$ cat config.mk
export PLATFORM = sky130hd
export DESIGN_NAME = univ_shift_reg_flat
export DESIGN_NICKNAME = d
export VERILOG_FILES = /design/src/rtl/univ_shift_reg_if.sv /design/src/rtl/univ_shift_reg.sv /design/src/flat_wrapper.sv
export SDC_FILE = /design/constraint.sdc
export NUM_CORES = 1
export LEC_CHECK = 0
export ABC_AREA = 1
export BUFFER_PORTS_ARGS = -buffer_cell sky130_fd_sc_hd__buf_2
export CORE_ASPECT_RATIO = 1.75
export CORE_MARGIN = 2
export CORE_UTILIZATION = 25
export CTS_BUF_LIST = sky130_fd_sc_hd__clkbuf_4
export CTS_CLUSTER_SIZE = 14
export DETAILED_ROUTE_END_ITERATION = 10
export GPL_ROUTABILITY_DRIVEN = 1
export SYNTH_ARGS = -nofsm -noshare
export SYNTH_HDL_FRONTEND = slang
export SYNTH_SLANG_ARGS = --single-unit
$ cat constraint.sdc
create_clock -name clk -period 1.4 [get_ports clk]
set_clock_uncertainty 0.2 [all_clocks]
set_input_delay 0.21 -clock clk [delete_from_list [all_inputs] [get_ports clk]]
set_output_delay 0.21 -clock clk [all_outputs]
set_load 0.05 [all_outputs]
$ cat src/rtl/univ_shift_reg_if.sv
`default_nettype none
// ============================================================================
// Module      : univ_shift_reg_if
// Description : Control and status bundle for univ_shift_reg.
//               master : drives load/shift/burst controls, observes status
//               slave  : the shift register itself
//               Signals: load_en, d_load[WIDTH], shift_en, start,
//                        count[CNT_W], dir, mode, sin  (master -> slave)
//                        q[WIDTH], sout, busy, done     (slave -> master)
// Revision    : 1.0 - initial release
// ============================================================================
interface univ_shift_reg_if #(
    parameter int WIDTH = 8,
    parameter int CNT_W = 4
);
    logic             load_en;
    logic [WIDTH-1:0] d_load;
    logic             shift_en;
    logic             start;
    logic [CNT_W-1:0] count;
    logic             dir;
    logic             mode;
    logic             sin;
    logic [WIDTH-1:0] q;
    logic             sout;
    logic             busy;
    logic             done;

    modport master (
        output load_en, d_load, shift_en, start, count, dir, mode, sin,
        input  q, sout, busy, done
    );

    modport slave (
        input  load_en, d_load, shift_en, start, count, dir, mode, sin,
        output q, sout, busy, done
    );
endinterface
`default_nettype wire

$ cat src/rtl/univ_shift_reg.sv
`default_nettype none
// ============================================================================
// Module      : univ_shift_reg
// Description : Parametrised universal shift register with parallel load,
//               left/right shift or rotate, serial in/out and a counted
//               burst-shift controller (IDLE -> SHIFT -> DONE).
//               Ports: clk, rst (sync, active-high)
//                      bus (univ_shift_reg_if.slave) - controls and status
// Revision    : 1.0 - initial release
// ============================================================================
module univ_shift_reg #(
    parameter int WIDTH = 8,
    parameter int CNT_W = 4
) (
    input  wire logic          clk,
    input  wire logic          rst,
    univ_shift_reg_if.slave    bus
);

    localparam logic [1:0] c_ST_IDLE  = 2'd0;
    localparam logic [1:0] c_ST_SHIFT = 2'd1;
    localparam logic [1:0] c_ST_DONE  = 2'd2;

    logic [1:0]       r_state;
    logic [1:0]       w_state_nxt;
    logic [CNT_W-1:0] r_cnt;
    logic             r_dir;
    logic             r_mode;
    logic [WIDTH-1:0] r_q;
    logic             r_sout;

    logic             w_step_dir;
    logic             w_step_mode;
    logic             w_out_bit;
    logic             w_fill;
    logic [WIDTH-1:0] w_shifted;
    logic             w_do_step;

    // ------------------------------------------------------------------
    // State register
    // ------------------------------------------------------------------
    always_ff @(posedge clk) begin
        if (rst) begin
            r_state <= c_ST_IDLE;
        end else begin
            r_state <= w_state_nxt;
        end
    end

    // ------------------------------------------------------------------
    // Next-state logic; a parallel load aborts any burst silently.
    // ------------------------------------------------------------------
    always_comb begin
        w_state_nxt = r_state;
        if (bus.load_en) begin
            w_state_nxt = c_ST_IDLE;
        end else begin
            case (r_state)
                c_ST_IDLE: begin
                    if (bus.start) begin
                        w_state_nxt = (bus.count != '0) ? c_ST_SHIFT : c_ST_DONE;
                    end
                end
                c_ST_SHIFT: begin
                    if (r_cnt == CNT_W'(1)) begin
                        w_state_nxt = c_ST_DONE;
                    end
                end
                c_ST_DONE: begin
                    w_state_nxt = c_ST_IDLE;
                end
                default: begin
                    w_state_nxt = c_ST_IDLE;
                end
            endcase
        end
    end

    // ------------------------------------------------------------------
    // Output decode from registered state
    // ------------------------------------------------------------------
    always_comb begin
        bus.busy = (r_state == c_ST_SHIFT);
        bus.done = (r_state == c_ST_DONE);
    end

    // ------------------------------------------------------------------
    // Shift datapath. Bursts use the direction/mode captured at start so
    // the controls may change underneath; idle single steps use live ones.
    // ------------------------------------------------------------------
    always_comb begin
        w_step_dir  = (r_state == c_ST_SHIFT) ? r_dir  : bus.dir;
        w_step_mode = (r_state == c_ST_SHIFT) ? r_mode : bus.mode;
        w_out_bit   = w_step_dir ? r_q[0] : r_q[WIDTH-1];
        w_fill      = w_step_mode ? w_out_bit : bus.sin;
        if (w_step_dir) begin
            w_shifted = {w_fill, r_q[WIDTH-1:1]};
        end else begin
            w_shifted = {r_q[WIDTH-2:0], w_fill};
        end
        // start takes priority over shift_en in IDLE, so no step then
        w_do_step = !bus.load_en &&
                    ((r_state == c_ST_SHIFT) ||
                     ((r_state == c_ST_IDLE) && !bus.start && bus.shift_en));
    end

    always_ff @(posedge clk) begin
        if (rst) begin
            r_q    <= '0;
            r_sout <= 1'b0;
        end else if (bus.load_en) begin
            r_q <= bus.d_load;
        end else if (w_do_step) begin
            r_q    <= w_shifted;
            r_sout <= w_out_bit;
        end
    end

    // ------------------------------------------------------------------
    // Burst counter and latched controls
    // ------------------------------------------------------------------
    always_ff @(posedge clk) begin
        if (rst) begin
            r_cnt  <= '0;
            r_dir  <= 1'b0;
            r_mode <= 1'b0;
        end else if (bus.load_en) begin
            r_cnt <= '0;
        end else if ((r_state == c_ST_IDLE) && bus.start) begin
            r_cnt  <= bus.count;
            r_dir  <= bus.dir;
            r_mode <= bus.mode;
        end else if (r_state == c_ST_SHIFT) begin
            r_cnt <= r_cnt - CNT_W'(1);
        end
    end

    assign bus.q    = r_q;
    assign bus.sout = r_sout;

endmodule
`default_nettype wire
$ cat src/flat_wrapper.sv
// flat-port wrapper written by rule: the top's interface ports become plain ports
module univ_shift_reg_flat 
#(
    parameter int WIDTH = 8,
    parameter int CNT_W = 4
)
  (clk, rst, bus_load_en, bus_d_load, bus_shift_en, bus_start, bus_count, bus_dir, bus_mode, bus_sin, bus_q, bus_sout, bus_busy, bus_done);
  univ_shift_reg_if #(.WIDTH(WIDTH), .CNT_W(CNT_W)) bus_i ();
  input  wire logic clk;
  input  wire logic rst;
  input wire logic [$bits(bus_i.load_en)-1:0] bus_load_en;
  input wire logic [$bits(bus_i.d_load)-1:0] bus_d_load;
  input wire logic [$bits(bus_i.shift_en)-1:0] bus_shift_en;
  input wire logic [$bits(bus_i.start)-1:0] bus_start;
  input wire logic [$bits(bus_i.count)-1:0] bus_count;
  input wire logic [$bits(bus_i.dir)-1:0] bus_dir;
  input wire logic [$bits(bus_i.mode)-1:0] bus_mode;
  input wire logic [$bits(bus_i.sin)-1:0] bus_sin;
  output wire logic [$bits(bus_i.q)-1:0] bus_q;
  output wire logic [$bits(bus_i.sout)-1:0] bus_sout;
  output wire logic [$bits(bus_i.busy)-1:0] bus_busy;
  output wire logic [$bits(bus_i.done)-1:0] bus_done;
  assign bus_i.load_en = bus_load_en;
  assign bus_i.d_load = bus_d_load;
  assign bus_i.shift_en = bus_shift_en;
  assign bus_i.start = bus_start;
  assign bus_i.count = bus_count;
  assign bus_i.dir = bus_dir;
  assign bus_i.mode = bus_mode;
  assign bus_i.sin = bus_sin;
  assign bus_q = bus_i.q;
  assign bus_sout = bus_i.sout;
  assign bus_busy = bus_i.busy;
  assign bus_done = bus_i.done;
  univ_shift_reg #(.WIDTH(WIDTH), .CNT_W(CNT_W)) u_core (.clk(clk), .rst(rst), .bus(bus_i));
endmodule
# Yosys cells after proc, flatten, opt, wreduce, memory -nomap -nowiden
# Index checks and enable logic that the tools add are counted.
# op_classes
addsub	1
mul	0
n_div	0
order_cmp	0
eq_ne	5
shift	0
mux	13
n_bitwise	1
n_reduce_logical	15
# op_table
operator	count
8-bit two-way mux	3
4-bit two-way mux	2
2-bit two-way mux	3
2-bit AND reduction	3
4-bit by 1-bit == test with 1-bit output (second input constant)	1
1-bit logical AND	4
1-bit two-way mux	4
2-bit case mux with 2 select lines	1
2-bit nonzero test	2
4-bit nonzero test	1
4-bit by 1-bit subtractor with 4-bit output (second input constant)	1
2-bit by 1-bit == test with 1-bit output (second input constant)	1
2-bit == test (second input constant)	1
1-bit logical NOT	2
2-bit logical NOT	1
2-bit by 1-bit != test with 1-bit output (second input constant)	1
2-bit != test (second input constant)	1
2-bit OR reduction	1
1-bit logical OR	1
1-bit inverter	1
# totals
reg_bits	17
latchBits	0
mem_bits_rw	0
romBits	0
inputBits	20
elab_cells	41
n_memories	0

# Longest topological paths before layout
# Gate-level depths: netlist of run 1.
# logic_depth
word_depth	7
mapped_depth	9

# Worst setup path after synthesis of run 1
# No wires, ideal clock.
# synth_path
path_kind	register to register
from	register u_core.r_state[0]
to	register u_core.r_cnt[1]
setup_ns	0.122
arrival_time_ns	1.159
slack_ns	-0.081
path_stages_with_launch	6
path_buffers	0
period_less_slack_ns	1.481
cell_sequence	dfxtp_1 -> nand2_4 -> inv_2 -> nor2_1 -> a221oi_1 -> nor2_1
# synth_via
elab_cells_between_ends	5
classes_between	eq/ne: 1; mux: 1; reduce/logical: 3
# synth_rtl
element	line_no	rtl
start: declaration	univ_shift_reg.sv:24	logic [1:0] r_state;
start signal: assignment	univ_shift_reg.sv:44	r_state <= c_ST_IDLE;
start signal: assignment	univ_shift_reg.sv:46	r_state <= w_state_nxt;
2-bit by 1-bit == test with 1-bit output	--	
net bus_busy	flat_wrapper.sv:21	output wire logic [$bits(bus_i.busy)-1:0] bus_busy;
2-bit nonzero test (no source line)	--	
end signal: assignment	univ_shift_reg.sv:130	r_cnt <= bus.count;
end signal: assignment	univ_shift_reg.sv:134	r_cnt <= r_cnt - CNT_W'(1);
end: declaration	univ_shift_reg.sv:26	logic [CNT_W-1:0] r_cnt;
# The timed path passes the listed nets, and every way through them passes these cells.
# A chain may end at the register's enable or synchronous reset.

# Final worst setup path of run 1
# layout_path
from	register u_core.r_state[1]
to	output port bus_done
# layout_via
elab_chain_cells	1
# layout_lines
element	line_no	rtl
2-bit == test	univ_shift_reg.sv:84	bus.done = (r_state == c_ST_DONE);
end: declaration	flat_wrapper.sv:22	output wire logic [$bits(bus_i.done)-1:0] bus_done;
# Every way passes these cells.

==> results of run 1 <==
placed cells by master (no fill, tap or decap), types with 2 or more instances in the layout:
cell and count:
a21oi_1 10, o211ai_1 3, clkbuf_4 6, inv_1 13, nand2_2 3, dfxtp_1 12
buf_2 22, dlygate4sd3_1 9, nor2_1 9, dfxtp_2 4, inv_6 2, nand2_4 4
buf_4 17, or2_0 2, a31oi_1 7, nand3_1 11, buf_8 2, a21oi_2 2
o21ai_0 6, nand2_1 27, nor2_2 4, o21ai_1 4, ha_1 2, inv_2 3
worst min-delay path: stages:
cell,delay (ns)
buf_2,0.10
nor4_2,0.05
nand3_1,0.05
a21oi_1,0.05
timing repair:
action	CTS	global route
hold endpoints to repair	10	0
setup buffers	5	1
cloned	0	0
hold buffers	9	0
setup endpoints to repair	15	24
resized for setup	14	27
pin swaps	1	1
worst max-delay path by stage:
| stage | depth (start not counted) | to | start | slack (ns) |
|---|---|---|---|---|
| after detailed placement | 6 | u_core.r_cnt[1]$_SDFFE_PP0P_ | u_core.r_state[0]$_SDFFE_PP0P_ | -0.09 |
| final | 4 | bus_done | u_core.r_state[1]$_SDFFE_PP0P_ | -0.08 |
| after CTS | 4 | bus_busy | u_core.r_state[1]$_SDFFE_PP0P_ | -0.07 |
| after global routing | 4 | bus_done | u_core.r_state[1]$_SDFFE_PP0P_ | -0.15 |
| after global placement | 6 | u_core.r_cnt[1]$_SDFFE_PP0P_ | u_core.r_state[0]$_SDFFE_PP0P_ | -0.06 |
| after floorplan | 5 | u_core.r_cnt[1]$_SDFFE_PP0P_ | u_core.r_state[0]$_SDFFE_PP0P_ | -0.002 |
sequential cells by signal, indices dropped and copies added, names as in the netlist:
name,count
u_core.r_cnt,4
u_core.r_mode,1
u_core.r_dir,1
u_core.bus.sout,1
u_core.r_state,2
u_core.bus.q,8
area by class of cell:
type,count,area [um^2]
Sequential cell,17,349.1
Timing Repair Buffer,53,384.1
Clock buffer,4,30.03
Fill cell,381,2156
Inverter,19,83.83
Tap cell,46,57.56
Multi-Input combinational cell,103,604.3
metrics by stage:
step / power, W / setup WS [ns] / hold slack [ns]
2_1_floorplan: 0.0007833 / -0.002486 / 0.1647
3_3_place_gp: 0.0008928 / -0.05883 / 0.2588
3_5_place_dp: 0.0008936 / -0.09327 / 0.2614
4_1_cts: 0.001223 / -0.06903 / -0.0008161
5_1_grt: 0.001330 / -0.1471 / 0.01289
6_report: 0.001241 / -0.07672 / -0.0007203
cell families after synthesis:
kind of cell,count (synthesis),share of synthesized area
AOI/OAI and AO/OA,34,0.2008
xor gates and xnor gates,1,0.009069
adders and majority gates,2,0.02590
buffers and inverters,21,0.08548
DFF,17,0.3523
and+or+nand+nor,66,0.3264
per-layer routing:
metal	track usage	vias to the layer above	part of all wire
li1	-	584	-
met1	0.1528	504	0.40
met2	0.2621	32	0.53
met3	0.02069	4	0.054
met4	0.04914	0	0.010
met5	0	-	0
power groups by stage:
stage	registers [W]	logic [W]	clock network [W]
after floorplan	0.000620	0.000163	0
after global placement	0.000556	0.000337	0
after detailed placement	0.000556	0.000337	0
after CTS	0.000546	0.000377	0.000300
after global routing	0.000552	0.000444	0.000333
final	0.000547	0.000407	0.000287
==> impl_metrics.csv, run 1 <==
group,metric,value,unit
global_route,grt_max_degree,10,
drt,drt-vias-per-instance,4.645,
cts,cts_max_path_buffers,2,
global_route,grt_remaining_overflow,0,
global_route,grt_usage,0.1394,
critical_path,reg2reg_to,"u_core.bus.q[1]$_SDFFE_PP0P_",
pwr,pwr-share-clk,0.231,
placement,gp_congestion,0.8039,
sta,rsz0062_at_grt,"yes",
synthesis,ys_types,25,
synthesis,yosysMostFrequentCell,"nand2_1",
pwr,ir_worst_vdd,0.5262,mV
job,cap_violations,0,
synthesis,syn-cell-area,965.9,um^2
pwr,p_seq_frac,0.441,
drt,drt-initial-drc-count,28,
sta,fin_ws,-0.07672,ns
cts,cts.sinks,17,
synthesis,synth_area_leaders,"dfxtp_1 (35%), nand2_1 (12%), a21oi_1 (6.2%)",
sta,tns,-0.2544,ns
pwr,internal_power,0.0008085,W
cts,clk_pin_slew,0.10,ns
drt,vias,1124,
pwr,switching_share,0.3484,
sta,max_freq,0.6772,GHz
placement,portBuffers,30,
cts,cts_buffers,3,
drt,drt_wl_total,2.868,mm
critical_path,rr_startpoint,"u_core.r_state[1]$_SDFFE_PP0P_",
finish,area_growth,56.22,%
sta,hold_viol_final,1,
pwr,power.leakage,0.6760,nW
finish,diodes,0,
synthesis,synth_top_area_share,0.3523,
worst_hold_path,min_to,"u_core.r_state[1]$_SDFFE_PP0P_",
critical_path,cp-end-kind,"primary output",
global_route,grt_pass1_wl,4.788,mm
status,violations,"negative hold slack, negative setup slack",
finish,drive_gt1_frac,0.4031,
finish,final_core_util,0.4117,
synthesis,synthFlopType,"dfxtp_1",
critical_path,reg2reg_depth,7,
worst_hold_path,holdCritStartpoint,"bus_count[0]",
floorplanning,start_util,0.2636,
sta,setup_viol_count_final,9,
critical_path,worstSetupPathType,"register to primary output",
pwr,p_sw,0.0004322,W
synthesis,yosysWarnings,0,
global_route,antenna_found_initial,0,
placement,place_inst,223,
critical_path,start_kind,"register",
floorplanning,rows,29,
global_route,first_global_vias,1105,
critical_path,cp_cell_sequence,"inv_4 -> buf_6 -> nor2_4 -> buf_8",
finish,nNetsFinal,219,
floorplanning,die-area,0.004396,mm^2
critical_path,crit_fanout,4,
synthesis,yosysSeqAreaShare,0.3523,
status,status,"finished, violations left",
floorplanning,dieHeight,86.23,um
floorplanning,die_w,50.99,um
critical_path,critical-path-top-delay-family,"flip-flops",
drt,wl_per_cell,11.85,um
synthesis,synth_cells,141,
floorplanning,fp.coreArea,0.003665,mm^2
pwr,p_comb_frac,0.328,
sta,tightestPinTransition,0.2483,ns
worst_hold_path,whs_path_depth,4,
synthesis,synth_common_cells,"nand2_1 (30), dfxtp_1 (17), inv_1 (15), nor2_1 (13)",
cts,cts-htree-levels,1,
synthesis,synth_seq_cells,17,
cts,cts_tree,"done",
finish,postLayoutCellArea,0.001509,mm^2
critical_path,critical_path_arrival,1.07,ns
drt,first_pass_iters,4,
drt,drtAntennaViolNets,0,
critical_path,max_stage_delay,0.37,ns
sta,relSlewSlack,0.8331,
synthesis,synth_top_cell_by_area,"dfxtp_1",
critical_path,rrSetupSlack,-0.04,ns
placement,placed_area,0.001232,mm^2
critical_path,required,0.99,ns
sta,hold_ws,-0.0007203,ns
floorplanning,ios,31,
sta,period_share,1.055,
synthesis,syn_nets,163,
finish,layout.cells.non_filler,242,
critical_path,crit_path_top_delay_cell,"dfxtp_2",
placement,dp_hpwl,2.111,mm
critical_path,crit_buf_inv,3,
worst_hold_path,hold_class,"input pin to register",
cts,clk-insertion-delay-late,0.29,ns
synthesis,synth_edf_count,0,
sta,slew_violations,0,
sta,period_needed,1.477,ns
pwr,powerDensity,822.3,mW/mm^2
cts,ctsRootBufferMaster,"clkbuf_4",
drt,drc,0,
synthesis,async_reset_ff_frac,0,
synthesis,avgSynthCellArea,6.851,um^2
Power figures use the tool's default switching activity.
==> inputs of run 2 (changes only) <==
==> constraint.sdc (replaced) <==
create_clock -name clk -period 1.9 [get_ports clk]
set_clock_uncertainty 0.2 [all_clocks]
set_input_delay 0.285 -clock clk [delete_from_list [all_inputs] [get_ports clk]]
set_output_delay 0.285 -clock clk [all_outputs]
set_load 0.05 [all_outputs]
==> impl_metrics.csv, run 2 (synthesis results as in run 1) <==
group,metric,value,unit
global_route,grt-busiest-layer,"met2",
floorplanning,die_w,50.99,um
drt,wl_per_cell,11.48,um
global_route,grt_remaining_overflow,0,
sta,rsz0062_at_grt,"no",
drt,vias,1051,
pwr,ir_worst_vdd,0.4140,mV
global_route,grt_use_met3,0.01897,
global_route,grtUsageMet1,0.1433,
pwr,powerDensity,705.3,mW/mm^2
critical_path,start_kind,"register",
sta,period_needed,1.774,ns
sta,period_share,0.9335,
global_route,use_met2,0.2302,
floorplanning,ios,31,
sta,relSlewSlack,0.7797,
placement,placed_area,0.001165,mm^2
floorplanning,die-area,0.004396,mm^2
floorplanning,start_util,0.2636,
finish,drive_gt1_frac,0.2601,
pwr,power.leakage,0.5616,nW
finish,area_growth,23.71,%
critical_path,critical_path_arrival,1.29,ns
cts,cts-htree-levels,1,
finish,postLayoutCellArea,0.001195,mm^2
finish,largest_register_ffs,8,
floorplanning,rows,29,
placement,gp_congestion,0.7501,
sta,fin_ws,0.1264,ns
global_route,first_global_vias,1032,
sta,setup_viol_count_final,0,
cts,ctsRootBufferMaster,"clkbuf_4",
finish,mostFrequentLayoutCells,"nand2_1 (30), buf_2 (30), dfxtp_1 (17), inv_1 (15), nor2_1 (13)",
drt,drt-initial-drc-count,16,
placement,dp_hpwl,1.961,mm
global_route,grt_usage,0.1275,
drt,drt_wl_total,2.515,mm
floorplanning,dieHeight,86.23,um
worst_hold_path,hold_class,"input pin to register",
drt,drt-vias-per-instance,4.799,
drt,drc,0,
finish,nNetsFinal,196,
sta,slew_violations,0,
pwr,p_total,0.0008427,W
drt,drtAntennaViolNets,0,
global_route,grt_max_degree,11,
cts,cts_buffers,3,
cts,postCtsResizedCells,0,
job,cap_violations,0,
sta,max_freq,0.5638,GHz
cts,cts_tree,"done",
sta,hold_viol_final,0,
critical_path,worstSetupPathType,"register to primary output",
global_route,grt_pass1_wl,4.374,mm
critical_path,required,1.41,ns
status,status,"finished clean",
placement,pre_cts_ws,0.3947,ns
cts,post-cts-setup-buffers,0,
cts,cts_max_path_buffers,2,
cts,clk_pin_slew,0.10,ns
placement,portBuffers,30,
floorplanning,fp.coreArea,0.003665,mm^2
drt,first_pass_iters,4,
global_route,antenna_found_initial,0,
finish,diodes,0,
sta,tightestPinTransition,0.3275,ns
cts,clk-insertion-delay-late,0.29,ns
critical_path,crit_fanout,10,
cts,cts_hold_buf,0,
cts,cts.sinks,17,
sta,tns,0,ns
critical_path,cp-end-kind,"primary output",
[run 2: cell types whose count changed in the layout (fill, tap and decap cells not counted), sizes merged]
cell / before / now
dlygate4sd3: 9 / 0
buf: 42 / 30
clkbuf: 6 / 4
[run 2: per-stage QoR]
step,hold slack [ns],util,instances
final,0.05215,0.3261,219
after global routing,0.05430,0.3261,219
after CTS,0.04338,0.3261,219
after detailed placement,0.2620,0.3179,215
after global placement,0.2585,0.3179,215
after floorplan,0.2388,-,141
[run 2: area by class of cell]
cell class | count | area, um^2
timing repair buffer | 30 | 150.1
sequential | 17 | 340.3
inverter | 19 | 73.82
tap | 46 | 57.56
multi-input combinational | 103 | 543.0
fill | 426 | 2470
clock buffer | 4 | 30.03
[run 2: worst paths after layout]
path                                   from  slack [ns]                           end  depth (start not counted)
max          u_core.r_state[0]$_SDFFE_PP0P_        0.13                      bus_busy                          3
min reg2reg      u_core.r_mode$_SDFFE_PP0P_        0.27    u_core.r_mode$_SDFFE_PP0P_                          2
max reg2reg  u_core.r_state[0]$_SDFFE_PP0P_        0.39  u_core.r_cnt[1]$_SDFFE_PP0P_                          6
min                           bus_d_load[5]        0.05  u_core.bus.q[5]$_SDFFE_PP0P_                          3
[run 2: routing by layer]
metal,up-vias,part of all wire
met5,-,0
met4,0,0.019
met3,6,0.062
met2,42,0.50
met1,465,0.41
li1,538,-
[run 2: power breakdown]
part	internal (W)	total, W	switching [W]
Sequential	0.000380	0.000401	0.0000210
Combinational	0.0000731	0.000232	0.000159
Clock	0.0000960	0.000209	0.000113
Total	0.000549	0.000843	0.000294
[run 2: critical path: stages (launching register included)]
cell and delay, ns:
dfxtp_1 0.45, nand2_4 0.14, inv_2 0.13, buf_2 0.27
